File: src/rtl/bist_pkg.sv
// rtl/bist_pkg.sv - shared types and constants for the BIST checker
package bist_pkg;

  typedef enum logic [2:0] {
    S_IDLE,
    S_RESET,
    S_SETTLE,
    S_RUN,
    S_DONE
  } state_t;

  localparam logic [31:0] LFSR_POLY     = 32'h8020_0003;
  localparam int          RESET_CYCLES  = 2;
  localparam int          SETTLE_CYCLES = 1;

  // Galois step for x^32+x^22+x^2+x+1, right-shifting form
  function automatic logic [31:0] lfsr_step(input logic [31:0] v);
    return (v >> 1) ^ (v[0] ? LFSR_POLY : 32'h0);
  endfunction

endpackage

File: src/rtl/bist_lfsr.sv
// rtl/bist_lfsr.sv - 32-bit Galois LFSR with seed load and advance enable
module bist_lfsr
  import bist_pkg::*;
#(
  parameter int          WIDTH = 32,
  parameter logic [31:0] SEED  = 32'h0000_0001
) (
  input  logic             clk,
  input  logic             rst,
  input  logic             load,
  input  logic             advance,
  output logic [WIDTH-1:0] value
);

  // An all-zero seed would lock the register at zero forever
  localparam logic [31:0] SEED_EFF = (SEED == 32'h0) ? 32'h1 : SEED;

  logic [31:0] lfsr;

  always_ff @(posedge clk or negedge rst) begin
    if (!rst) begin
      lfsr <= SEED_EFF;
    end else if (load) begin
      lfsr <= SEED_EFF;
    end else if (advance) begin
      lfsr <= lfsr_step(lfsr);
    end
  end

  assign value = lfsr[WIDTH-1:0];

endmodule

File: config.mk
export PLATFORM = sky130hd
export DESIGN_NAME = bist_lfsr
export DESIGN_NICKNAME = d
export VERILOG_FILES = /design/src/rtl/bist_pkg.sv /design/src/rtl/bist_lfsr.sv
export SDC_FILE = /design/constraint.sdc
export NUM_CORES = 1
export LEC_CHECK = 0
export ABC_AREA = 0
export ABC_CLOCK_PERIOD_IN_PS = 2040
export BUFFER_PORTS_ARGS = -buffer_cell sky130_fd_sc_hd__buf_2
export CORE_MARGIN = 2
export CORE_UTILIZATION = 28
export CTS_BUF_LIST = sky130_fd_sc_hd__clkbuf_16
export CTS_CLUSTER_SIZE = 28
export DETAILED_ROUTE_END_ITERATION = 8
export PLACE_DENSITY = 0.58
export SYNTH_ARGS = -nofsm -noshare
export SYNTH_HDL_FRONTEND = slang
export SYNTH_SLANG_ARGS = --single-unit
File: constraint.sdc
create_clock -name clk -period 2.04 [get_ports clk]
set_input_delay 0.204 -clock clk [delete_from_list [all_inputs] [get_ports clk]]
set_output_delay 0.204 -clock clk [all_outputs]
set_load 0.01 [all_outputs]
==> results.sh <==
export IMPL_clock_sinks=32
export IMPL_path_cells="buf_2"
export IMPL_tritoncts="yes"
export IMPL_fin_skew_ns=0.00466
export IMPL_cts_setup_buffers=0
export IMPL_finalSetupTns_ns=0
export IMPL_postRouteAntennaNets=0
export IMPL_largest_reg_flops=32
export IMPL_drv_slew=0
export IMPL_fmax_mhz=808
export IMPL_drv_cap=0
export IMPL_finalSetupViolCount=0
export IMPL_met3_usage_pct=4.25
export IMPL_yosys_cell_types_count=14
export IMPL_syn_inst=106
export IMPL_antenna_cells=0
export IMPL_start_kind="flop"
export IMPL_period_share_pct=60.7
export IMPL_whs_ns=0.422
export IMPL_end_kind="output pin"
export IMPL_overflow=0
export IMPL_grt_pass1_vias=917
export IMPL_clk_path_buf_depth=2
export IMPL_ys_warn_count=0
export IMPL_die_h_um=73.7
export IMPL_htreeDepth=2
export IMPL_leakage_uw=0.000945
export IMPL_grt_max_degree=33
export IMPL_cts_made_buffers=5
export IMPL_clkPwrFrac_pct=47.9
export IMPL_pwr_share_seq_pct=45.9
export IMPL_final_common_cell="buf_2"
export IMPL_slew_headroom_pct=52.9
export IMPL_grt_pass1_wl_mm=4.24
export IMPL_synth_nets=110
export IMPL_p_switching_uw=311
export IMPL_status="complete, no violations"
export IMPL_hp_class="primary input to flop"
export IMPL_antenna_found_initial=0
export IMPL_routed_wl_mm=2.60
export IMPL_coreArea_um2=4690
export IMPL_layout_drive_gt1_share_pct=33.3
export IMPL_crit_path_max_fanout=6
export IMPL_fillers=464
export IMPL_dr_pass1_iters=4
export IMPL_syn_area_um2=1360
export IMPL_cp_num_buf_inv=1
export IMPL_cp_required_ns=1.84
export IMPL_fin_crit_ns=1.24
export IMPL_syn_avg_cell_area_um2=12.8
export IMPL_worst_pin_slew_ns=0.707
export IMPL_wl_per_cell_um=13.1
export IMPL_clk_pin_slew_ns=0.05
export IMPL_track_usage_pct=10.4
export IMPL_sw_frac_of_total_pct=21.7
export IMPL_io_buffer_count=35
export IMPL_grt_use_met1_pct=13.0
export IMPL_start_util_pct=29.0
export IMPL_criticalPathCategory="flop to output pin"
export IMPL_die_x_um=73.7
export IMPL_vias_per_cell=4.56
export IMPL_grt_met2_usage_pct=15.2
export IMPL_drt_iter0_drc=55
export IMPL_worst_path_largest_cell_delay_ns=0.60
export IMPL_vias=903
export IMPL_arrival_ns=1.03
export IMPL_critPathTopFamily="flip-flops"
export IMPL_cpMaxStageDelayCell="dfstp_2"
export IMPL_area_delta_synth_final_pct=24.1
export IMPL_nNetsFinal=147
export IMPL_irDropWorstVdd_mv=0.295
export IMPL_hold_viol=0
export IMPL_final_cell_mix="buf_2 (35), dfrtp_1 (31), mux2i_1 (29), nor2_1 (29), clkbuf_16 (5)"
export IMPL_routabilityCongestion=0.725
export IMPL_route_detailed_drc=0
export IMPL_power_density_nw_per_um2=850
export IMPL_grt_busiest_layer="met2"
export IMPL_combPwrFrac_pct=6.2
export IMPL_synth_seq_area_share_pct=59.0
export IMPL_cell_internal_pwr_uw=1120
export IMPL_rsz0062_at_grt="false"
export IMPL_ios=36
export IMPL_die_area_um2=5430
export IMPL_rows=25
export IMPL_ys_seq_elements=32
export IMPL_cts_root_buffer="clkbuf_16"
export IMPL_clock_latency_ns=0.27
export IMPL_place_hpwl_mm=1.79
[power by group through the flow]
stage	clock, uW	sequential [uW]	combinational [uW]
4_1_cts	711	658	91.6
3_5_place_dp	0	668	90.5
2_1_floorplan	0	671	62.8
5_1_grt	739	659	98.8
6_report	687	658	89.1
3_3_place_gp	0	667	86.3
[final cells by class]
cell class / instances / area, um^2 / share of cell area, %
clock buffer: 5 / 125 / 7.42
clock inverter: 3 / 13.8 / 0.816
tap: 54 / 67.6 / 4.01
multi-input combinational: 67 / 473 / 28.0
timing repair buffer: 37 / 205 / 12.2
sequential: 32 / 802 / 47.6
[layer usage]
layer / wire, um / share of wire (%)
met1: 1140 / 44
met2: 1210 / 47
met3: 191 / 7.3
met4: 61 / 2.3
met5: 0 / 0
[Yosys cell counts]
library cell | number | share of area [%]
buf_2 | 1 | 0.37
buf_12 | 3 | 4.4
dfstp_2 | 1 | 1.9
clkbuf_1 | 2 | 0.55
o21bai_1 | 1 | 0.55
nor2_2 | 2 | 0.92
dfrtp_1 | 31 | 57
and3_1 | 1 | 0.46
a21oi_1 | 1 | 0.37
nor2_1 | 29 | 8.0
mux2i_1 | 29 | 21
buf_6 | 1 | 0.83
xnor2_1 | 2 | 1.3
a211oi_2 | 2 | 1.8
[metrics by stage]
stage | cell area [um^2] | power, uW | instances | util, % | setup WS, ns
5_1_grt | 1690 | 1500 | 198 | 35.9 | 0.768
6_report | 1690 | 1430 | 198 | 35.9 | 0.802
4_1_cts | 1690 | 1460 | 198 | 35.9 | 0.789
3_5_place_dp | 1540 | 759 | 189 | 32.8 | 0.760
3_3_place_gp | 1540 | 753 | 189 | 32.8 | 0.810
2_1_floorplan | 1360 | 733 | 106 | - | 1.09
[logic make-up after synthesis]
group,after synthesis,share of synthesized area [%]
multiplexers,29,21.4
AND/OR/NAND/NOR,32,9.39
XOR/XNOR,2,1.29
flip-flops,32,59.0
AO/OA/AOI/OAI,4,2.76
buffers and inverters,7,6.17
[path summary, 6_finish.rpt]
path	startpoint	to	slack, ns	cells past startpoint
worst max-delay path	value[0]	value[0]	0.80	1
worst min-delay path	load	value[23]	0.42	2
worst max register to register	value[0]	value[1]	1.04	2
worst min register to register	value[5]	value[4]	0.54	2
max in group asynchronous	rst	value[16]	1.07	2
min in group asynchronous	rst	value[27]	0.52	2
[repair_timing]
item	4_1_cts	5_1_grt
hold endpoints to repair	17	0
hold buffers	1	0
resized for setup	0	0
(Power assumes the default switching activity.)
